--- config.mk ---
export PLATFORM = sky130hd
export DESIGN_NAME = fetch_sequencer
export DESIGN_NICKNAME = d
export VERILOG_FILES = /design/src/rtl/fetch_sequencer.sv
export SDC_FILE = /design/constraint.sdc
export NUM_CORES = 1
export LEC_CHECK = 0
export CAP_MARGIN = 30
export CORE_UTILIZATION = 41
export CTS_CLUSTER_SIZE = 25
export DETAILED_ROUTE_END_ITERATION = 16
export PLACE_DENSITY = 0.77
export SLEW_MARGIN = 25
export SYNTH_ARGS = -nofsm -noshare
export SYNTH_HDL_FRONTEND = slang
export SYNTH_SLANG_ARGS = --single-unit
--- constraint.sdc ---
create_clock -name clk_i -period 3 [get_ports clk_i]
set_input_delay 0.6 -clock clk_i [delete_from_list [all_inputs] [get_ports clk_i]]
set_output_delay 0.6 -clock clk_i [all_outputs]
set_load 0.01 [all_outputs]
--- src/rtl/fetch_sequencer.sv ---
// Instruction-fetch controller: owns the PC, drives a combinational word-indexed ROM and
// registers {pc, instr} into a one-entry valid/ready output stage toward decode.
// Supports redirects, a level halt request, and a sticky fault on misaligned redirect
// targets or fetches beyond the end of the ROM.
module fetch_sequencer #(
  parameter int unsigned     XLEN       = 32,
  parameter logic [XLEN-1:0] RESET_PC   = '0,
  parameter int unsigned     IMEM_WORDS = 32
) (
  input  logic            clk_i,
  input  logic            rst_i,
  output logic [XLEN-1:0] imem_addr_o,
  input  logic [XLEN-1:0] imem_instr_i,
  input  logic            redirect_valid_i,
  input  logic [XLEN-1:0] redirect_pc_i,
  input  logic            halt_i,
  output logic            if_valid_o,
  input  logic            if_ready_i,
  output logic [XLEN-1:0] if_pc_o,
  output logic [XLEN-1:0] if_instr_o,
  output logic            fault_o
);

  typedef enum logic [1:0] {
    StBoot,
    StRun,
    StHalt,
    StFault
  } state_e;

  localparam logic [XLEN-3:0] ImemLimit = (XLEN-2)'(IMEM_WORDS);

  state_e          state_q;
  logic [XLEN-1:0] pc_q;
  logic [XLEN-1:0] if_pc_q;
  logic [XLEN-1:0] if_instr_q;
  logic            if_valid_q;
  logic            fault_q;

  logic            accept;
  logic            slot_free;
  logic            redir_misaligned;
  logic            pc_out_of_range;

  // Handshake and fetch-legality qualifiers; all derived from registered state or
  // inputs that only feed the next-state logic.
  always_comb begin
    accept           = if_valid_q & if_ready_i;
    slot_free        = ~if_valid_q | accept;
    redir_misaligned = |redirect_pc_i[1:0];
    // Also catches pc_q+4 wrapping past the top of the address space.
    pc_out_of_range  = (pc_q[XLEN-1:2] >= ImemLimit);
  end

  assign imem_addr_o = {2'b00, pc_q[XLEN-1:2]};
  assign if_valid_o  = if_valid_q;
  assign if_pc_o     = if_pc_q;
  assign if_instr_o  = if_instr_q;
  assign fault_o     = fault_q;

  // Control FSM with the PC and the registered output stage.
  always_ff @(posedge clk_i or posedge rst_i) begin
    if (rst_i) begin
      state_q    <= StBoot;
      pc_q       <= RESET_PC;
      if_valid_q <= 1'b0;
      if_pc_q    <= '0;
      if_instr_q <= '0;
      fault_q    <= 1'b0;
    end else begin
      unique case (state_q)
        StBoot: begin
          state_q <= StRun;
        end

        StRun: begin
          if (redirect_valid_i) begin
            // Flush wins even over a same-cycle accept.
            if_valid_q <= 1'b0;
            if (redir_misaligned) begin
              state_q <= StFault;
              fault_q <= 1'b1;
            end else begin
              pc_q <= redirect_pc_i;
            end
          end else if (halt_i) begin
            state_q <= StHalt;
            if (accept) if_valid_q <= 1'b0;
          end else if (pc_out_of_range && slot_free) begin
            state_q    <= StFault;
            fault_q    <= 1'b1;
            if_valid_q <= 1'b0;
          end else if (slot_free) begin
            if_pc_q    <= pc_q;
            if_instr_q <= imem_instr_i;
            if_valid_q <= 1'b1;
            pc_q       <= pc_q + XLEN'(4);
          end
          // Otherwise stalled: hold the beat and the PC.
        end

        StHalt: begin
          if (redirect_valid_i) begin
            if_valid_q <= 1'b0;
            if (redir_misaligned) begin
              state_q <= StFault;
              fault_q <= 1'b1;
            end else begin
              pc_q <= redirect_pc_i;
            end
          end else begin
            if (accept) if_valid_q <= 1'b0;
            if (!halt_i) state_q <= StRun;
          end
        end

        StFault: begin
          // Terminal until reset; PC stays at the faulting address.
          fault_q    <= 1'b1;
          if_valid_q <= 1'b0;
        end
      endcase
    end
  end

endmodule

==> impl_results.md, run 1 <==
- Result of the run: completed
- Drc violations: 0
- Post-layout minimum cycle time: 2.43 ns
- Top flip-flop cell by instance count after synthesis: sky130_fd_sc_hd__dfrtp_1
- Number of flops mapped to enable cells by yosys: 0
- Post-synthesis instance area: 0.00474 mm^2
- Iteration-0 DRC count of the detailed router: between 200 and 300
- Mux cell area share after synthesis: 0.123
- Area leader, netlist: sky130_fd_sc_hd__dfrtp_1
- WL met1: 5200 um
- Data arrival time at the worst-slack endpoint: about 2.7 ns
- Total congestion overflow after global routing: 0
- H-tree Lvls: 3
- Routed wire length on met2: 5510 um
- Total Wirelength: between 10000 and 15000 um
- Power per Cell Area: 687 mW/mm^2
- Final hold slack: 0.488 ns
- Clock sinks: 100
- Post-DP HPWL: 8910 um
- Most repeated library cell on the critical path: sky130_fd_sc_hd__or2_1
- Clock slew seen by the registers of the worst setup and hold paths: 0.07 ns
- Share of the clock period used by the worst path: 0.809
- Most common cell after layout, fill and taps aside: sky130_fd_sc_hd__clkdlybuf4s50_1
- Number of standard-cell rows in the floorplan: 38
- Starting density of the core: 0.428
- Setup fix buffers added after clock tree synthesis: 0
- Relative slew slack: 0.660
- Critical path peak fanout: 11
- Post-synthesis share of cell area spent on and, or, nand and nor gates: 0.135
- Post-detailed-route count of antenna-violating nets: 0
- Maximum number of pins on one net before global-route repair: 65
- Post-Layout Inst Area: 0.00667 mm^2
- Gp weighted congestion: just over 0.9
- Maximum achievable frequency: 0.412 GHz
- Xor/xnor share of the synthesized area: 0
- Fraction of layout cells with a size suffix above 1: 0.0751
- Number of I/O pins: 167
- Maxcap violations: 0
- Setup violations, final: 0
- Filler Cells Inserted: about 890
- Count of pins over their slew limit: 0
- Number of input and output port buffers inserted: 164
- Number of diodes: 0
- Crit path required time: 3.23 ns
- CP peak stage delay: 0.43 ns
- Horiz. Die Dim: ~110 um
- Core Area: approximately 0.011 mm^2
- # hold bufs at CTS: 0
- Die height: approximately 110 um
- Clock root cell: sky130_fd_sc_hd__clkbuf_16
- Antenna violations before repair: 0
- Nature of the critical path startpoint: register
- Kind of end point of the critical path: register
- Min setup slack post-route: between 0.5 and 0.6 ns
- Wire length of the first global-routing pass: 19000 um
- Post-Place Setup Slack: 0.321 ns
- Vias after detailed routing: 3810
- Floorplan die area: 0.0120 mm^2
- Total clock buffers created by CTS: 9
- CP max-delay cell: sky130_fd_sc_hd__dfrtp_1
- Post-CTS sizing: 0
- GRT Total Usage: 0.206
- Top cell type's share of synthesized area: 0.527
- Placed instance area: ~0.0064 mm^2
- Min-delay worst type: reg2reg
- Via count of the first global-routing pass: 3729
- Cell type group with the largest total delay on the critical path: simple AND/OR/NAND/NOR gates
- Met3 Routed Length: 1130 um
- Adder-cell share of the synthesized area: 0.0158
- Max IR drop VDD: 0.431 mV
- Unrepaired setup endpoints after global routing: false
- Setup CP Type: reg2reg
- Number of synthesis warnings: 0
- Signed area change from the synthesized netlist to the final layout: 40.6%
- Cell variety after synth: 53
- Final setup skew: around 0.018 ns
- Ratio of routed vias to standard cells: 5.45
- Post-synthesis average cell area: 11.4 um^2
- TritonRoute pass-1 iters: 5
- DR top layer: met4
- CTS tree: done
- Total Power Consumption: ~0.0046 W
- Lkg Pwr: 2.99 nW
- Main combinational cell family by area after synthesis: simple AND/OR/NAND/NOR gates
- WL per Instance: about 17 um
- Count of final hold-check violations: 0
- Most frequent cells in the layout: 164 x sky130_fd_sc_hd__clkdlybuf4s50_1, 100 x sky130_fd_sc_hd__dfrtp_1, 39 x sky130_fd_sc_hd__mux2_1, 28 x sky130_fd_sc_hd__nor2b_1, 22 x sky130_fd_sc_hd__nand2_1
- Nets: about 630
- Area contributors post-synth: sky130_fd_sc_hd__dfrtp_1 53%, sky130_fd_sc_hd__mux2_1 9.3%, sky130_fd_sc_hd__buf_4 5.1%
- Maximum number of buffers from clock root to sink: 2
- Register bit total from synthesis: 100
- Compound-Gate Fraction of Synth Area: 0.120
- Post-synthesis sequential area ratio: 0.527
- Clock insertion delay at the later pin of the skew report: 0.35 ns
- Post-Syn Instances: 416
- Transition at the pin with the smallest max-transition slack: about 0.5 ns
- Setup TNS after final layout: 0 ns
- Worst-path cell chain: inv_1 > ha_1 > or2_1 > or2_1 > nor4_1 > buf_4 > a32oi_1 > o22a_1
- Fraction of registers with async set or reset after synthesis: 1.00
- Crit path buf inv count: 2
[synth_stat cells, types with 3 or more instances]
library cell	number
sky130_fd_sc_hd__mux2i_1	10
sky130_fd_sc_hd__o21ai_0	5
sky130_fd_sc_hd__a32oi_1	5
sky130_fd_sc_hd__nor2_1	15
sky130_fd_sc_hd__nor4_1	6
sky130_fd_sc_hd__and2_1	3
sky130_fd_sc_hd__ha_1	6
sky130_fd_sc_hd__nand2_1	22
sky130_fd_sc_hd__nor2b_1	28
sky130_fd_sc_hd__nand3_1	8
sky130_fd_sc_hd__buf_1	3
sky130_fd_sc_hd__mux2_2	4
sky130_fd_sc_hd__buf_2	5
sky130_fd_sc_hd__a21oi_1	15
sky130_fd_sc_hd__nand4_1	8
sky130_fd_sc_hd__o22a_1	13
sky130_fd_sc_hd__clkbuf_1	9
sky130_fd_sc_hd__buf_4	32
sky130_fd_sc_hd__nor3_1	8
sky130_fd_sc_hd__inv_1	13
sky130_fd_sc_hd__mux2_1	39
sky130_fd_sc_hd__dfrtp_1	100
sky130_fd_sc_hd__a31oi_1	5
sky130_fd_sc_hd__and3_1	5
sky130_fd_sc_hd__a22oi_1	7
sky130_fd_sc_hd__o31ai_1	4
sky130_fd_sc_hd__a22o_1	4
[worst paths after layout]
kind,from,endpoint,slack [ns],cells past startpoint
max,state_q[0],pc_q[26],0.57,8
min,if_instr_o[16],if_instr_o[16],0.49,1
max reg2reg,state_q[0],pc_q[26],0.57,8
min reg2reg,if_instr_o[16],if_instr_o[16],0.49,1
max in group asynchronous,rst_i,if_pc_o[2],1.98,3
min in group asynchronous,rst_i,if_pc_o[13],0.72,3
[cell type report]
cell class | count | area [um^2] | share of cell area
multi-input combinational | 254 | 1880 | 0.282
clock buffer | 10 | 239 | 0.0358
clock inverter | 6 | 53.8 | 0.00806
tap | 140 | 175 | 0.0263
timing repair buffer | 176 | 1770 | 0.265
sequential | 100 | 2500 | 0.375
inverter | 13 | 52.6 | 0.00788
[per-layer routing]
metal  global-route usage  up-vias
met4               0.0810        0
met5                    0        -
li1                     -     1739
met1                0.279     1848
met3               0.0480       23
met2                0.319      200
[sequential cells by signal (all words and copies together), names as in the netlist]
signal,count
if_instr_o,32
if_pc_o,32
pc_q,32
state_q,2
fault_o,1
if_valid_o,1
[where the power goes]
part | internal (W) | leakage (nW) | total [W] | switching (W)
clock network | 0.000600 | 0.142 | 0.00113 | 0.000530
registers | 0.00155 | 1.29 | 0.00188 | 0.000321
logic | 0.000819 | 1.56 | 0.00158 | 0.000760
total | 0.00297 | 2.99 | 0.00458 | 0.00161
[cells by family after synthesis]
kind of cell / Yosys count
and+or+nand+nor: 116
buffers and inverters: 63
DFF: 100
AOI/OAI and AO/OA: 77
other: 1
muxes: 53
adders and majority gates: 6
[worst reg2reg max path, stage by stage, from the launching register on]
cell and delay (ns):
sky130_fd_sc_hd__dfrtp_1 0.43, sky130_fd_sc_hd__inv_1 0.06, sky130_fd_sc_hd__ha_1 0.31, sky130_fd_sc_hd__or2_1 0.30
sky130_fd_sc_hd__or2_1 0.30, sky130_fd_sc_hd__nor4_1 0.42, sky130_fd_sc_hd__buf_4 0.20, sky130_fd_sc_hd__a32oi_1 0.09
sky130_fd_sc_hd__o22a_1 0.20
[per-stage QoR]
stage | utilization | std cells
after floorplan | - | 417
after global placement | 0.576 | 683
after detailed placement | 0.576 | 683
after CTS | 0.602 | 699
after global routing | 0.602 | 699
final | 0.602 | 699
No activity file was read; power rests on OpenSTA's default activity.
==> inputs of run 2 (changes only) <==
--- a/config.mk
+++ b/config.mk
@@ -6,10 +6,10 @@
 export NUM_CORES = 1
 export LEC_CHECK = 0
 export CAP_MARGIN = 30
-export CORE_UTILIZATION = 41
+export CORE_UTILIZATION = 45
 export CTS_CLUSTER_SIZE = 25
 export DETAILED_ROUTE_END_ITERATION = 16
-export PLACE_DENSITY = 0.77
+export PLACE_DENSITY = 0.8
 export SLEW_MARGIN = 25
 export SYNTH_ARGS = -nofsm -noshare
 export SYNTH_HDL_FRONTEND = slang
==> constraint.sdc (replaced) <==
create_clock -name clk_i -period 2.3 [get_ports clk_i]
set_input_delay 0.46 -clock clk_i [delete_from_list [all_inputs] [get_ports clk_i]]
set_output_delay 0.46 -clock clk_i [all_outputs]
set_load 0.01 [all_outputs]
==> run 2 against run 1 <==
Compared with the run above: clock power down 5%; design area is 2.5% higher; hold slack got worse by 0.011 ns; via count rose by 1.2%; critical path type unchanged; largest power group is now combinational cells.
==> impl_results.md, run 2 (synthesis results as in run 1) <==
- Number of I/O pins: 167 (unchanged)
- Count of pins over their slew limit: 0 (unchanged)
- Die height: 105 um (-4.5%)
- CTS tree: done
- Total clock buffers created by CTS: 9 (unchanged)
- Total Wirelength: 11900 um (-1.2%)
- Floorplan die area: 0.0110 mm^2 (-8.7%)
- Ratio of routed vias to standard cells: 5.32 (-2.5%)
- Total Power Consumption: 0.00586 W (+28%)
- H-tree Lvls: 3 (unchanged)
- Setup violations, final: 0 (unchanged)
- Nature of the critical path startpoint: register
- Clock slew seen by the registers of the worst setup and hold paths: 0.10 ns (+0.03 ns)
- Post-detailed-route count of antenna-violating nets: 0 (unchanged)
- CP max-delay cell: sky130_fd_sc_hd__or4b_4
- Unrepaired setup endpoints after global routing: false
- Horiz. Die Dim: 105 um (-4.5%)
- Clock insertion delay at the later pin of the skew report: 0.36 ns (about the same)
- Post-DP HPWL: 9010 um (+1.1%)
- Wire length of the first global-routing pass: 20000 um (+5.3%)
- Area of combinational cells with multiple inputs: 0.00191 mm^2 (+1.9%)
- Result of the run: completed
- TritonRoute pass-1 iters: 4 (-1)
- Filler Cells Inserted: 811 (-8.8%)
- Critical path peak fanout: 4 (-7)
- Min setup slack post-route: 0.0694 ns (-0.503 ns)
- Setup fix buffers added after clock tree synthesis: 0 (unchanged)
- Iteration-0 DRC count of the detailed router: 184 (-31%)
- Core Area: 0.0103 mm^2 (-7.2%)
- Total congestion overflow after global routing: 0 (unchanged)
- Power per Cell Area: 856 mW/mm^2 (+25%)
- Via count of the first global-routing pass: 4066 (+9.0%)
- Post-layout minimum cycle time: 2.23 ns (-0.197 ns)
- Nets: 659 (+4.8%)
- Area occupied by registers: 0.00250 mm^2 (unchanged)
- Worst-path cell chain: or3_4 > or4b_4 > o31ai_4 > buf_4 > nand3_1 > a22o_1
- Fraction of layout cells with a size suffix above 1: 0.131 (+0.0556)
- Maximum number of buffers from clock root to sink: 2 (unchanged)
- Setup CP Type: reg2reg
- Drc violations: 0 (unchanged)
- Number of input and output port buffers inserted: 164 (unchanged)
- Signed area change from the synthesized netlist to the final layout: 44.1%
- Final standard cell utilization of the core: 0.665 (+0.0632)
- Number of standard-cell rows in the floorplan: 37 (-2.6%)
- Data arrival time at the worst-slack endpoint: 2.47 ns (-0.19 ns)
- Maxcap violations: 0 (unchanged)
- Crit path required time: 2.54 ns (-0.69 ns)
- Count of final hold-check violations: 0 (unchanged)
- Antenna violations before repair: 0 (unchanged)
- Final setup skew: 0.0150 ns (-0.00295 ns)
- Vias after detailed routing: 3854 (+1.2%)
- Number of diodes: 0 (unchanged)
- Post-Place Setup Slack: -0.155 ns (-0.476 ns)
- Kind of end point of the critical path: register
- Most common cell after layout, fill and taps aside: sky130_fd_sc_hd__clkdlybuf4s50_1
- Clock sinks: 100 (unchanged)
- Max IR drop VDD: 0.519 mV (+20%)
- Setup TNS after final layout: 0 ns (unchanged)
- Most frequent cells in the layout: 164 x sky130_fd_sc_hd__clkdlybuf4s50_1, 100 x sky130_fd_sc_hd__dfrtp_1, 39 x sky130_fd_sc_hd__mux2_1, 38 x sky130_fd_sc_hd__buf_4, 28 x sky130_fd_sc_hd__nor2b_1
- GRT Total Usage: 0.229 (+0.0235)
- Maximum achievable frequency: 0.448 GHz (+8.8%)
- Min-delay worst type: in2async
- Starting density of the core: 0.462 (+0.0334)
- WL per Instance: 16.5 um (-4.7%)
- Maximum number of pins on one net before global-route repair: 46 (-29%)
- Share of the clock period used by the worst path: 0.970 (+0.161)
- Clock root cell: sky130_fd_sc_hd__clkbuf_8
- CP peak stage delay: 0.53 ns (+0.10 ns)
- Lkg Pwr: 3.10 nW (+3.5%)
- Gp weighted congestion: 0.827 (-11%)
## run 2: worst paths after layout
check                                 from             end  slack, ns  cells after the start
worst min register to register  if_pc_o[5]      if_pc_o[5]       0.49                      1
max in group asynchronous            rst_i      state_q[1]       1.24                      3
min in group clk_i              if_pc_o[5]      if_pc_o[5]       0.49                      1
worst max-delay path              pc_q[14]         pc_q[4]       0.07                      6
worst max register to register    pc_q[14]         pc_q[4]       0.07                      6
worst min-delay path                 rst_i  if_instr_o[18]       0.48                      2
## run 2: worst max-delay path, delay by kind of cell (launching register included)
kind / cells / cell delay [ns]
AND/OR/NAND/NOR: 3 / 1.02
flip-flops: 1 / 0.41
buffers and inverters: 1 / 0.19
AO/OA/AOI/OAI: 2 / 0.49
## run 2: power breakdown
| part | internal [W] | switching [W] |
|---|---|---|
| Sequential | 0.00203 | 0.000280 |
| Combinational | 0.00128 | 0.00120 |
| Clock | 0.000444 | 0.000629 |
## run 2: repair_timing
action                                  CTS  global route
hold buffers                              0             0
pin swaps                                 0             2
gates resized for setup                   1             3
endpoints found under the setup margin   31            55
## run 2: layer usage
layer / global-route usage / routed length, um / vias up
met2: 0.393 / 5990 / 169
met3: 0.0599 / 806 / 20
met1: 0.280 / 4930 / 1879
met4: 0.0795 / 208 / 0
met5: 0 / 0 / -
li1: - / - / 1786
## run 2: final cells by class
cell class / instances / share of cell area
Sequential cell: 100 / 0.366
Timing Repair Buffer: 206 / 0.293
Multi-Input combinational cell: 254 / 0.280
Tap cell: 136 / 0.0249
Clock buffer: 10 / 0.0201
Clock inverter: 6 / 0.00805
Inverter: 13 / 0.00768
## run 2: through the flow
step                      cell area, um^2  hold WS, ns  instances
after floorplan                      4770        0.456        417
after global placement               6630        0.467        709
after detailed placement             6630        0.474        709
after CTS                            6830        0.474        725
after global routing                 6840        0.491        725
final                                6840        0.477        725
==> inputs of run 3 (changes only) <==
--- a/config.mk
+++ b/config.mk
@@ -9,6 +9,7 @@
 export CORE_UTILIZATION = 45
 export CTS_CLUSTER_SIZE = 25
 export DETAILED_ROUTE_END_ITERATION = 16
+export HOLD_SLACK_MARGIN = 0.12
 export PLACE_DENSITY = 0.8
 export SLEW_MARGIN = 25
 export SYNTH_ARGS = -nofsm -noshare
==> results of run 3 <==
No change in the layout: final DEF, timing and power equal those of run 2.
